==> src/rtl/move_cmd_if.sv <==
// move_cmd_if: raw buttons and ready in, one-cycle move requests and pending flag out
interface move_cmd_if;
  logic btn_up, btn_down, btn_left, btn_right, ready;
  logic up, down, left, right, pending;
  modport master(output btn_up, btn_down, btn_left, btn_right, ready,
                 input up, down, left, right, pending);
  modport slave(input btn_up, btn_down, btn_left, btn_right, ready,
                output up, down, left, right, pending);
endinterface

==> src/rtl/move_cmd_gen.sv <==
// move_cmd_gen: debounced pushbuttons to one-cycle move requests; MOVE_AUTOREPEAT_EN adds hold-to-repeat
module move_cmd_gen #(
  parameter int DEBOUNCE_CYCLES = 500000,
  parameter int REPEAT_CYCLES = 25000000,
  parameter int CNT_W = 25
) (
  input logic Clk,
  input logic Reset,
  move_cmd_if.slave bus
);
  typedef enum logic [1:0] {IDLE, PEND, FIRE, HOLD} state_t;
  localparam logic [CNT_W-1:0] DB_LAST = CNT_W'(DEBOUNCE_CYCLES - 1);
  logic [3:0] raw, s1_q, s2_q, db_q, db_d, db_prev_q, press, cmd_q, cmd_d;
  logic [3:0][CNT_W-1:0] dcnt_q, dcnt_d;
  logic [1:0] dir_q, dir_d, press_dir;
  logic pending_q, pending_d;
  state_t state_q, state_d;
`ifdef MOVE_AUTOREPEAT_EN
  localparam logic [CNT_W-1:0] RP_LAST = CNT_W'(REPEAT_CYCLES - 1);
  logic [CNT_W-1:0] rcnt_q, rcnt_d;
`else
  logic unused_repeat;
  assign unused_repeat = ^REPEAT_CYCLES;
`endif
  // bit order everywhere: {right, left, down, up}; lower index wins priority
  assign raw = {bus.btn_right, bus.btn_left, bus.btn_down, bus.btn_up};
  assign press = db_q & ~db_prev_q;
  assign press_dir = press[0] ? 2'd0 : press[1] ? 2'd1 : press[2] ? 2'd2 : 2'd3;
  assign {bus.right, bus.left, bus.down, bus.up} = cmd_q;
  assign bus.pending = pending_q;
  // debounce: level flips only after DEBOUNCE_CYCLES consecutive disagreeing samples
  always_comb begin
    for (int i = 0; i < 4; i++) begin
      db_d[i] = (s2_q[i] != db_q[i] && dcnt_q[i] == DB_LAST) ? ~db_q[i] : db_q[i];
      dcnt_d[i] = (s2_q[i] == db_q[i] || dcnt_q[i] == DB_LAST) ? '0 : dcnt_q[i] + 1'b1;
    end
  end
  // command FSM next state; outputs are computed here so they leave the block registered
  always_comb begin
    state_d = state_q;
    dir_d = dir_q;
    cmd_d = '0;
    pending_d = 1'b0;
`ifdef MOVE_AUTOREPEAT_EN
    rcnt_d = '0;
`endif
    case (state_q)
      IDLE: begin
        state_d = |press ? PEND : IDLE;
        dir_d = |press ? press_dir : dir_q;
        pending_d = |press;
      end
      PEND: begin
        state_d = bus.ready ? FIRE : PEND;
        cmd_d = bus.ready ? 4'b1 << dir_q : 4'b0;
        pending_d = ~bus.ready;
      end
      FIRE: state_d = HOLD;
      HOLD: begin
`ifdef MOVE_AUTOREPEAT_EN
        if (db_q == 4'b1 << dir_q) begin
          state_d = rcnt_q == RP_LAST ? PEND : HOLD;
          pending_d = rcnt_q == RP_LAST;
          rcnt_d = rcnt_q == RP_LAST ? '0 : rcnt_q + 1'b1;
        end else
          state_d = |db_q ? HOLD : IDLE;
`else
        state_d = |db_q ? HOLD : IDLE;
`endif
      end
      default: state_d = IDLE;
    endcase
  end
  // all state, including the synchronizers, clears asynchronously so reset kills any in-flight request
  always_ff @(posedge Clk or posedge Reset) begin
    if (Reset) begin
      s1_q <= '0;
      s2_q <= '0;
      db_q <= '0;
      db_prev_q <= '0;
      dcnt_q <= '0;
      dir_q <= '0;
      cmd_q <= '0;
      pending_q <= 1'b0;
      state_q <= IDLE;
`ifdef MOVE_AUTOREPEAT_EN
      rcnt_q <= '0;
`endif
    end else begin
      s1_q <= raw;
      s2_q <= s1_q;
      db_q <= db_d;
      db_prev_q <= db_q;
      dcnt_q <= dcnt_d;
      dir_q <= dir_d;
      cmd_q <= cmd_d;
      pending_q <= pending_d;
      state_q <= state_d;
`ifdef MOVE_AUTOREPEAT_EN
      rcnt_q <= rcnt_d;
`endif
    end
  end
endmodule
==> src/flat_wrapper.sv <==
// flat-port wrapper written by rule: the top's interface ports become plain ports
module move_cmd_gen_flat 
#(
  parameter int DEBOUNCE_CYCLES = 500000,
  parameter int REPEAT_CYCLES = 25000000,
  parameter int CNT_W = 25
)
  (Clk, Reset, bus_btn_up, bus_btn_down, bus_btn_left, bus_btn_right, bus_ready, bus_up, bus_down, bus_left, bus_right, bus_pending);
  move_cmd_if bus_i ();
  input logic Clk;
  input logic Reset;
  input wire logic [$bits(bus_i.btn_up)-1:0] bus_btn_up;
  input wire logic [$bits(bus_i.btn_down)-1:0] bus_btn_down;
  input wire logic [$bits(bus_i.btn_left)-1:0] bus_btn_left;
  input wire logic [$bits(bus_i.btn_right)-1:0] bus_btn_right;
  input wire logic [$bits(bus_i.ready)-1:0] bus_ready;
  output wire logic [$bits(bus_i.up)-1:0] bus_up;
  output wire logic [$bits(bus_i.down)-1:0] bus_down;
  output wire logic [$bits(bus_i.left)-1:0] bus_left;
  output wire logic [$bits(bus_i.right)-1:0] bus_right;
  output wire logic [$bits(bus_i.pending)-1:0] bus_pending;
  assign bus_i.btn_up = bus_btn_up;
  assign bus_i.btn_down = bus_btn_down;
  assign bus_i.btn_left = bus_btn_left;
  assign bus_i.btn_right = bus_btn_right;
  assign bus_i.ready = bus_ready;
  assign bus_up = bus_i.up;
  assign bus_down = bus_i.down;
  assign bus_left = bus_i.left;
  assign bus_right = bus_i.right;
  assign bus_pending = bus_i.pending;
  move_cmd_gen #(.DEBOUNCE_CYCLES(DEBOUNCE_CYCLES), .REPEAT_CYCLES(REPEAT_CYCLES), .CNT_W(CNT_W)) u_core (.Clk(Clk), .Reset(Reset), .bus(bus_i));
endmodule
==> config.mk <==
export PLATFORM = sky130hd
export DESIGN_NAME = move_cmd_gen_flat
export DESIGN_NICKNAME = d
export VERILOG_FILES = /design/src/rtl/move_cmd_if.sv /design/src/rtl/move_cmd_gen.sv /design/src/flat_wrapper.sv
export SDC_FILE = /design/constraint.sdc
export NUM_CORES = 1
export LEC_CHECK = 0
export ABC_AREA = 1
export BUFFER_PORTS_ARGS = -buffer_cell sky130_fd_sc_hd__buf_2
export CORE_ASPECT_RATIO = 0.7
export CORE_MARGIN = 2
export CORE_UTILIZATION = 50
export CTS_CLUSTER_DIAMETER = 100
export DETAILED_ROUTE_END_ITERATION = 8
export PLACE_DENSITY = 0.66
export SLEW_MARGIN = 20
export SYNTH_ARGS = -nofsm -noshare
export SYNTH_HDL_FRONTEND = slang
export SYNTH_SLANG_ARGS = --single-unit
==> constraint.sdc <==
create_clock -name Clk -period 4.35 [get_ports Clk]
set_input_delay 0 -clock Clk [delete_from_list [all_inputs] [get_ports Clk]]
set_output_delay 0 -clock Clk [all_outputs]
set_load 0.01 [all_outputs]
==> results of run 1 <==
-- cells by family after synthesis --
group | Yosys count | share of synthesized area
AND/OR/NAND/NOR | 641 | 0.383
flip-flops | 125 | 0.452
buffers and inverters | 107 | 0.0692
XOR/XNOR | 58 | 0.0734
AO/OA/AOI/OAI | 18 | 0.0150
adder cells (fa/ha/maj) | 4 | 0.00723
-- worst paths after layout --
| path | to |
|---|---|
| worst max-delay path | u_core.dcnt_q[62]$_DFF_PP0_ |
| worst min-delay path | u_core.s1_q[0]$_DFF_PP0_ |
| worst max register to register | u_core.dcnt_q[62]$_DFF_PP0_ |
| worst min register to register | u_core.s2_q[2]$_DFF_PP0_ |
| max in group asynchronous | u_core.dcnt_q[63]$_DFF_PP0_ |
| min in group asynchronous | u_core.s2_q[1]$_DFF_PP0_ |
-- metal layers --
layer	up-vias	wire length (um)
li1	2944	-
met1	2601	7810
met2	128	6000
met3	11	600
met4	0	73
met5	-	0
-- power breakdown --
group | internal [mW] | switching [mW] | total, mW
sequential | 1.19 | 0.0210 | 1.21
clock | 1.15 | 0.507 | 1.66
combinational | 0.0342 | 0.0748 | 0.109
total | 2.37 | 0.603 | 2.98
-- registers in the layout, summed over array words and instances (netlist names) --
register            cells
u_core.dcnt_q         100
u_core.cmd_q            4
u_core.db_prev_q        4
u_core.db_q             4
u_core.s1_q             4
u_core.s2_q             4
u_core.dir_q            2
u_core.state_q          2
u_core.bus.pending      1
-- through the flow --
stage,total power [mW],utilization,std cells,setup WS (ns),hold slack (ns)
final,2.98,0.590,1180,2.50,0.232
after CTS,3.01,0.590,1180,2.49,0.220
after global routing,3.09,0.590,1180,2.29,0.217
after floorplan,1.31,-,953,1.02,0.0314
after detailed placement,1.34,0.533,1142,2.49,0.110
after global placement,1.34,0.533,1142,2.57,0.108
-- Yosys cell counts, types with 2 or more instances --
master    instances  area (um2)
nand2_1         294        1100
o21ai_0           8        40.0
nand2_2           8        50.1
nor2_1          243         912
buf_6             6        67.6
nor2_2           27         169
xnor2_1          15         131
xor2_1           43         377
nand2_4           2        22.5
nor3_1            6        30.0
ha_1              4        50.1
buf_12            2        40.0
nand3_1          47         235
nand4_1           2        12.5
dfrtp_1         125        3130
nand3_2           7        70.1
inv_2             2        7.51
a21oi_1           4        20.0
o21bai_1          4        30.0
nor2_4            2        22.5
inv_1            97         364
-- final cells by class --
cell class / count / area share
repair buffers: 18 / 0.0156
flip-flops and latches: 125 / 0.397
clock inverters: 10 / 0.0262
clock buffers: 22 / 0.0628
multi-input cells: 721 / 0.421
well taps: 185 / 0.0294
inverters: 99 / 0.0478
-- critical path: stages (launching register included) --
cell and delay (ns):
dfrtp_1 0.43, ha_1 0.28, nand3_1 0.20, nor2_1 0.20
nand2_1 0.10, nand2_2 0.38, nor2_1 0.11
-- what timing repair did --
action | in CTS | in global routing
hold buffers | 6 | 0
endpoints found under the hold margin | 108 | 0
resized for setup | 0 | 0
setup buffers | 0 | 0
-- cell usage in the layout, fill, tap and decap left out --
cell           Yosys  layout
nor2_2            27      27
inv_2              2       2
buf_2              0      11
clkbuf_8           0       5
xor2_1            43      43
o22ai_1            1       1
nand2b_1           1       1
ha_1               4       4
xnor2_1           15      15
o21a_1             1       1
clkbuf_16          0      17
nand2_4            2       2
nand2_1          294     294
dlygate4sd3_1      0       6
clkinv_4           0       1
nor2_4             2       2
nand3_2            7       7
clkinvlp_4         0       1
nand2_2            8       8
inv_1             97      96
nor3b_2            1       1
clkinv_2           0       2
bufinv_16          0       6
a21oi_1            4       4
nand4_1            2       2
or2_2              1       1
nand3_1           47      47
inv_6              0       1
dfrtp_1          125     125
nor3_1             6       6
o21ai_0            8       8
buf_4              0       1
nor2_1           243     243
o21bai_1           4       4
==> out/qor.yml, run 1 <==
outcome: "completed"
clk_pin_slew_worst_paths_ns: 0.06
timing.reg2reg.worst_path_depth: 6
boundaryPins: 12
flow.area_growth_from_synthesis_pct: 13.8
hold_path_startpoint: "bus_btn_up"
grt_use_total: 0.219
grt_pass1_vias: 5345
largest_net_degree_at_the_start_of_global_routing: 102
setup.worst_path.start_class: "flip-flop"
unrepaired_setup_endpoints_after_global_routing: "false"
clock-skew-final_ns: 0.0103
synth-seq-cells: 125
cp_data_required_time_ns: 4.62
final_antenna_net_count: 0
syn_nets: 964
cell_leakage_power_nw: 3.32
core-area_um2: 13400
fin_tns_setup_ns: 0
placement.io_buffers: 11
clk_path_buf_depth: 2
timing.critical_path.to_type: "flip-flop"
timing.setup.critical_path_class: "flip-flop to flip-flop"
ff2ff_setup_slack_ns: 2.50
antenna_diode_instance_count: 0
synth_warnings: 0
number_of_buffers_added_by_the_clock_tree_synthesis_step: 17
grt_use_met2: 0.324
detail_route.wl_per_cell_um: 12.3
grt_antenna_before_repair: 0
vias_per_cell: 4.82
post_synth.cell_area_avg_um2: 7.26
place.gp.congestion: 0.879
timing.final.hold_violations: 0
n_fill_cell: 1237
chipHeight_um: 102
final_design_area_no_fill_um2: 7870
nNetsFinal: 993
crit-reg2reg-launch: "u_core.dcnt_q[50]$_DFF_PP0_"
multi_input_comb_area_um2: 3310
worst_hold_path.num_cells: 2
hold_path_class: "primary input to flip-flop"
report.final.setup_viol: 0
count_of_unresolved_drc_violations_after_routing: 0
netlist_area_um2: 6920
power_density_cells_nw_per_um2: 378
postSynth.asyncResetShare: 1.00
drt_pre_antenna_iters: 5
clock-sinks: 125
num_rows: 35
timing.final.crit_share: 0.426
timing_max_transition_violations_final: 0
dpl-instance-area_um2: 7110
route.vias.total: 5684
slew-limit-headroom: 0.411
grt_use_met3: 0.0450
fraction_of_layout_cells_with_a_size_suffix_above_1: 0.0955
insertion_delay_ns: 0.41
tritoncts: "yes"
finalCriticalPeriod_ns: 1.85
dieArea_um2: 14800
ff_latch_area_um2: 3130
vdd_ir_drop_max_mv: 0.296
groute.layer.met1.usage: 0.331
timing_worst_slew_pin_value_ns: 0.884
syn-instance-count: 953
yosysSeqAreaShare: 0.452
clockRootBuffer: "clkbuf_16"
synth_enable_flop_cells: 0
worstPathMaxFanout: 25
die_width_um: 145
synthFlopType: "dfrtp_1"
globalRoute.totalOverflow: 0
maxClockFrequency_ghz: 0.539
grt_first_pass_wirelength_um: 25300
worst_setup_startpoint: "u_core.dcnt_q[50]$_DFF_PP0_"
crit_arrival_ns: 2.13
depth_of_the_cts_h_tree: 4
drv.max_cap_violation_count: 0
floorplan.initialDensity: 0.518
post_synthesis_cell_type_count: 26
dr.first_iter.drc_count: 433
route.final.wire_length_um: 14500
grt_peak_use_layer: "met1"
dp_hpwl_um: 10100
Power figures use the tool's default switching activity.
==> inputs of run 2 (changes only) <==
Settings changed: PLACE_DENSITY 0.66 to 0.68.
Clock period 4.35 ns to 1.5 ns, I/O delays scaled along.
==> out/qor.yml, run 2 (synthesized netlist as in run 1, its figures left out) <==
dieArea_um2: 14800  # unchanged
flow.area_growth_from_synthesis_pct: 25.4
grt_antenna_before_repair: 0  # unchanged
grt_first_pass_wirelength_um: 25800  # +2.0%
switching_power_mw: 1.87  # +210%
antenna_diode_instance_count: 0  # unchanged
setup.worst_path.start_class: "flip-flop"
route.final.wire_length_um: 16100  # +11%
grt_use_total: 0.224  # +0.00445
timing.final.hold_violations: 0  # unchanged
grt_peak_use_layer: "met1"
finalWorstSetupSlack_ns: 0.0487  # -2.45 ns
leading_cell_type_in_the_layout_fill_and_taps_excluded: "nand2_1"
grt_use_met3: 0.0440  # -0.000937
clk_pin_slew_worst_paths_ns: 0.06  # about the same
core-area_um2: 13400  # unchanged
clock-skew-final_ns: 0.0102  # -0.0000980 ns
hold_path_class: "primary input to async pin"
number_of_buffers_added_by_the_clock_tree_synthesis_step: 17  # unchanged
insertion_delay_ns: 0.42  # about the same
timing.final.crit_share: 0.968  # +0.541
largest_register_ff_count: 100  # unchanged
dp_hpwl_um: 11100  # +10%
clockPowerShare: 0.525  # -0.032
timing.setup.critical_path_class: "flip-flop to flip-flop"
fin_tns_setup_ns: 0  # unchanged
tritoncts: "yes"
leading_cell_types_in_the_layout_fill_and_taps_excluded: "nand2_1 (290), nor2_1 (216), dfrtp_1 (122), inv_1 (92), buf_4 (59)"
power_density_cells_nw_per_um2: 961  # +150%
final_antenna_net_count: 0  # unchanged
cp_data_required_time_ns: 1.79  # -2.83 ns
dr.first_iter.drc_count: 412  # -4.8%
boundaryPins: 12  # unchanged
sequentialPowerShare: 0.419  # +0.013
nNetsFinal: 1064  # +7.2%
timing.critical_path.to_type: "flip-flop"
unrepaired_setup_endpoints_after_global_routing: "true"
grt_use_met2: 0.324  # -0.000365
vdd_ir_drop_max_mv: 0.808  # +170%
grt_pass1_vias: 5482  # +2.6%
internal-power_mw: 6.47  # +170%
largest-register: "u_core.dcnt_q"
drv.max_cap_violation_count: 0  # unchanged
chipHeight_um: 102  # unchanged
timing_worst_slew_pin_value_ns: 0.389  # -0.495 ns
crit_arrival_ns: 1.75  # -0.38 ns
place.gp.congestion: 0.904  # +2.8%
post-place-ws_ns: 0.0325  # -2.46 ns
detail_route.wl_per_cell_um: 12.8  # +4.6%
finalCriticalPeriod_ns: 1.45  # -0.403 ns
die_width_um: 145  # unchanged
maxClockFrequency_ghz: 0.689  # +28%
largest_net_degree_at_the_start_of_global_routing: 65  # -36%
timing_max_transition_violations_final: 0  # unchanged
floorplan.initialDensity: 0.518  # unchanged
clockRootBuffer: "clkbuf_16"
globalRoute.totalOverflow: 0  # unchanged
comb_power_share: 0.056  # +0.019
timing.reg2reg.worst_path_depth: 9  # +3
vias_per_cell: 4.85  # +0.75%
depth_of_the_cts_h_tree: 4  # unchanged
switching_share: 0.224  # +0.0214
worstPathMaxFanout: 6  # -76%
report.final.setup_viol: 0  # unchanged
crit-reg2reg-launch: "u_core.dcnt_q[10]$_DFF_PP0_"
fraction_of_layout_cells_with_a_size_suffix_above_1: 0.196  # +0.101
drt_pre_antenna_iters: 5  # unchanged
num_rows: 35  # unchanged
fin_util: 0.650  # +0.0601
route.vias.total: 6071  # +6.8%
outcome: "completed"
ff2ff_setup_slack_ns: 0.05  # -2.45 ns
slew-limit-headroom: 0.740  # +0.329
groute.layer.met1.usage: 0.338  # +0.00742
cell_leakage_power_nw: 3.71  # +12%
count_of_unresolved_drc_violations_after_routing: 0  # unchanged
clock-sinks: 125  # unchanged
r2r_end: "u_core.dcnt_q[2]$_DFF_PP0_"
clk_path_buf_depth: 2  # unchanged
placement.io_buffers: 11  # unchanged
==> run 2: layout make-up <==
type / instances / area, um2
clock buffer: 18 / 439
inverter: 99 / 375
fill: 1126 / 4680
timing repair buffer: 89 / 821
tap: 185 / 231
multi-input combinational: 721 / 3490
clock inverter: 14 / 191
sequential: 125 / 3130
==> run 2: per-layer routing <==
metal / wire length [um] / vias up / part of all wire
li1: - / 3092 / -
met1: 8370 / 2781 / 0.52
met2: 6660 / 177 / 0.41
met3: 864 / 21 / 0.054
met4: 163 / 0 / 0.010
met5: 0 / - / 0
==> run 2: per-stage QoR <==
stage | std cells | instance area, um2 | hold slack (ns) | power (mW)
6_report | 1251 | 8680 | 0.124 | 8.34
5_1_grt | 1251 | 8680 | 0.170 | 8.64
4_1_cts | 1233 | 8290 | 0.122 | 8.37
3_5_place_dp | 1195 | 7600 | 0.0148 | 3.96
3_3_place_gp | 1195 | 7600 | 0.0123 | 3.95
2_1_floorplan | 953 | 6930 | 0.0314 | 3.81
==> run 2: repair_timing <==
item,in CTS,in global routing
hold buffers,6,0
endpoints found under the hold margin,136,0
buffers inserted,0,12
gates resized for setup,0,57
setup endpoints to repair,0,97
==> run 2: worst max-delay path by stage <==
stage	startpoint	end	slack [ns]	cells after the start
after floorplan	Reset	u_core.bus.pending$_DFF_PP0_	-0.04	1
after global placement	u_core.dcnt_q[69]$_DFF_PP0_	u_core.dcnt_q[65]$_DFF_PP0_	0.07	7
after detailed placement	u_core.dcnt_q[76]$_DFF_PP0_	u_core.dcnt_q[95]$_DFF_PP0_	0.03	10
after CTS	u_core.dcnt_q[25]$_DFF_PP0_	u_core.dcnt_q[45]$_DFF_PP0_	0.01	9
after global routing	u_core.dcnt_q[34]$_DFF_PP0_	u_core.dcnt_q[31]$_DFF_PP0_	-0.05	9
final	u_core.dcnt_q[10]$_DFF_PP0_	u_core.dcnt_q[2]$_DFF_PP0_	0.05	9
==> run 2: power by group through the flow <==
stage,sequential (mW),clock (mW),combinational (mW)
2_1_floorplan,3.56,0,0.252
3_3_place_gp,3.55,0,0.401
3_5_place_dp,3.56,0,0.404
4_1_cts,3.50,4.45,0.421
5_1_grt,3.50,4.62,0.518
6_report,3.50,4.38,0.463
==> run 2: worst max-delay path, stage by stage (launching register included) <==
cell       delay (ns)
dfrtp_1          0.39
inv_1            0.09
nand2_1          0.09
nor2_4           0.11
nand2_1          0.07
nor2_2           0.14
nand2_2          0.09
nand2_4          0.14
clkbuf_16        0.17
nor2_1           0.04
==> inputs of run 3 (changes only) <==
Settings changed: CORE_ASPECT_RATIO 0.7 to default.
==> out/qor.yml, run 3 (synthesized netlist as in run 1, its figures left out) <==
fin_tns_setup_ns: 0  # unchanged
leading_cell_types_in_the_layout_fill_and_taps_excluded: "nand2_1 (289), nor2_1 (225), dfrtp_1 (119), inv_1 (89), nand3_1 (46)"
cp_data_required_time_ns: 1.81  # +0.02 ns
vdd_ir_drop_max_mv: 0.852  # +5.5%
post-place-ws_ns: -0.0520  # -0.0846 ns
clockRootBuffer: "clkbuf_16"
detail_route.wl_per_cell_um: 12.4  # -3.6%
timing.final.crit_share: 0.973  # +0.00568
power_density_cells_nw_per_um2: 921  # -4.2%
tritoncts: "yes"
comb_power_share: 0.054  # -0.002
count_of_unresolved_drc_violations_after_routing: 0  # unchanged
globalRoute.totalOverflow: 0  # unchanged
design_power_total_mw: 7.66  # -8.1%
chipHeight_um: 122  # +19%
dr.first_iter.drc_count: 452  # +9.7%
core-area_um2: 13400  # +0.33%
largest_net_degree_at_the_start_of_global_routing: 83  # +28%
timing_worst_slew_pin_value_ns: 0.625  # +0.236 ns
largest_register_ff_count: 100  # unchanged
timing.setup.critical_path_class: "flip-flop to flip-flop"
floorplan.initialDensity: 0.517  # -0.00169
internal-power_mw: 5.91  # -8.6%
n_fill_cell: 1197  # +6.3%
clock-sinks: 125  # unchanged
leading_cell_type_in_the_layout_fill_and_taps_excluded: "nand2_1"
unrepaired_setup_endpoints_after_global_routing: "true"
clk_pin_slew_worst_paths_ns: 0.05  # about the same
die_width_um: 122  # -16%
finalCriticalPeriod_ns: 1.46  # +0.00852 ns
insertion_delay_ns: 0.42  # about the same
switching_power_mw: 1.75  # -6.6%
sequentialPowerShare: 0.458  # +0.039
largest-register: "u_core.dcnt_q"
boundaryPins: 12  # unchanged
clk_path_buf_depth: 2  # unchanged
setup.worst_path.start_class: "flip-flop"
num_rows: 42  # +20%
grt_pass1_vias: 5585  # +1.9%
nNetsFinal: 1040  # -2.3%
timing.critical_path.to_type: "flip-flop"
outcome: "completed"
report.final.setup_viol: 0  # unchanged
number_of_buffers_added_by_the_clock_tree_synthesis_step: 17  # unchanged
placement.io_buffers: 11  # unchanged
vias_per_cell: 4.82  # -0.59%
timing_max_transition_violations_final: 0  # unchanged
grt_use_total: 0.218  # -0.00566
cell_leakage_power_nw: 3.56  # -4.2%
place.gp.congestion: 0.880  # -2.6%
placedCellCount: 1169  # -2.2%
final_cell_count_no_fill: 1217  # -2.7%
slew-limit-headroom: 0.583  # -0.157
drv.max_cap_violation_count: 0  # unchanged
fraction_of_layout_cells_with_a_size_suffix_above_1: 0.174  # -0.0222
clock-skew-final_ns: 0.0106  # +0.000393 ns
multi_input_comb_area_um2: 3520  # +0.90%
worstPathMaxFanout: 19  # +13
route.vias.total: 5871  # -3.3%
grt_first_pass_wirelength_um: 25400  # -1.8%
grt_antenna_before_repair: 0  # unchanged
dieArea_um2: 14800  # -0.10%
switching_share: 0.228  # +0.00383
maxClockFrequency_ghz: 0.685  # -0.58%
hold_path_class: "primary input to flip-flop"
ff_latch_area_um2: 3140  # +0.12%
antenna_diode_instance_count: 0  # unchanged
final_antenna_net_count: 0  # unchanged
depth_of_the_cts_h_tree: 4  # unchanged
clockPowerShare: 0.488  # -0.037
drt_pre_antenna_iters: 5  # unchanged
route.final.wire_length_um: 15100  # -6.2%
finalWorstSetupSlack_ns: 0.0401  # -0.00852 ns
timing.final.hold_violations: 0  # unchanged
flow.area_growth_from_synthesis_pct: 20.2
crit_arrival_ns: 1.77  # +0.02 ns
dp_hpwl_um: 10400  # -6.5%
## run 3: changes by cell type in the layout (fill, tap and decap cells not counted), moves of 4 or more
cell | before | now
buf_4 | 59 | 41
nor2_1 | 216 | 225
nor2_4 | 15 | 8
bufinv_16 | 4 | 0
clkbuf_8 | 1 | 5
## run 3: worst paths after layout
check | start | slack, ns | endpoint | depth (start not counted)
max | u_core.dcnt_q[75]$_DFF_PP0_ | 0.04 | u_core.dcnt_q[92]$_DFF_PP0_ | 7
min | bus_btn_right | 0.22 | u_core.s1_q[3]$_DFF_PP0_ | 2
max reg2reg | u_core.dcnt_q[75]$_DFF_PP0_ | 0.04 | u_core.dcnt_q[92]$_DFF_PP0_ | 7
min reg2reg | u_core.s1_q[0]$_DFF_PP0_ | 0.35 | u_core.s2_q[0]$_DFF_PP0_ | 0
max in group asynchronous | Reset | 0.80 | u_core.dcnt_q[19]$_DFF_PP0_ | 4
min in group asynchronous | Reset | 0.25 | u_core.dcnt_q[90]$_DFF_PP0_ | 4
## run 3: per-stage QoR
step	instance area, um2	util	hold slack [ns]
finish	8320	0.621	0.217
global route	8320	0.621	0.212
CTS	8030	0.600	0.202
detailed placement	7430	0.554	0.110
global placement	7430	0.554	0.108
floorplan	6930	-	0.0314
## run 3: repair_timing
action	CTS	global route
hold buffers	6	0
gates resized for setup	1	54
pin swaps	1	12
setup buffers	0	8
setup endpoints to repair	33	97
cloned	0	3
hold endpoints to repair	136	0
## run 3: area by class of cell
| class | count | share of cell area |
|---|---|---|
| multi-input cells | 723 | 0.423 |
| flip-flops and latches | 125 | 0.377 |
| repair buffers | 63 | 0.0635 |
| clock buffers | 24 | 0.0603 |
| inverters | 99 | 0.0451 |
| well taps | 176 | 0.0265 |
| clock inverters | 7 | 0.00451 |
## run 3: power groups by stage
| stage | sequential, mW | combinational [mW] | clock, mW |
|---|---|---|---|
| after floorplan | 3.56 | 0.252 | 0 |
| after global placement | 3.56 | 0.367 | 0 |
| after detailed placement | 3.56 | 0.371 | 0 |
| after CTS | 3.50 | 0.386 | 3.81 |
| after global routing | 3.52 | 0.466 | 3.97 |
| final | 3.51 | 0.410 | 3.74 |
## run 3: per-layer routing
metal / vias to the layer above / share of wire / global-route usage / wire length (um)
met3: 18 / 0.043 / 0.0571 / 652
met4: 0 / 0.011 / 0.0661 / 161
li1: 3043 / - / - / -
met5: - / 0 / 0 / 0
met2: 126 / 0.47 / 0.344 / 7100
met1: 2684 / 0.47 / 0.297 / 7140
## run 3: worst max-delay path, stage by stage, from the launching register on
cell and delay, ns:
dfrtp_1 0.43, ha_4 0.18, nand3_4 0.11, nor3b_4 0.23, nand2_2 0.10, nand2_4 0.08
buf_12 0.15, nor2_1 0.07
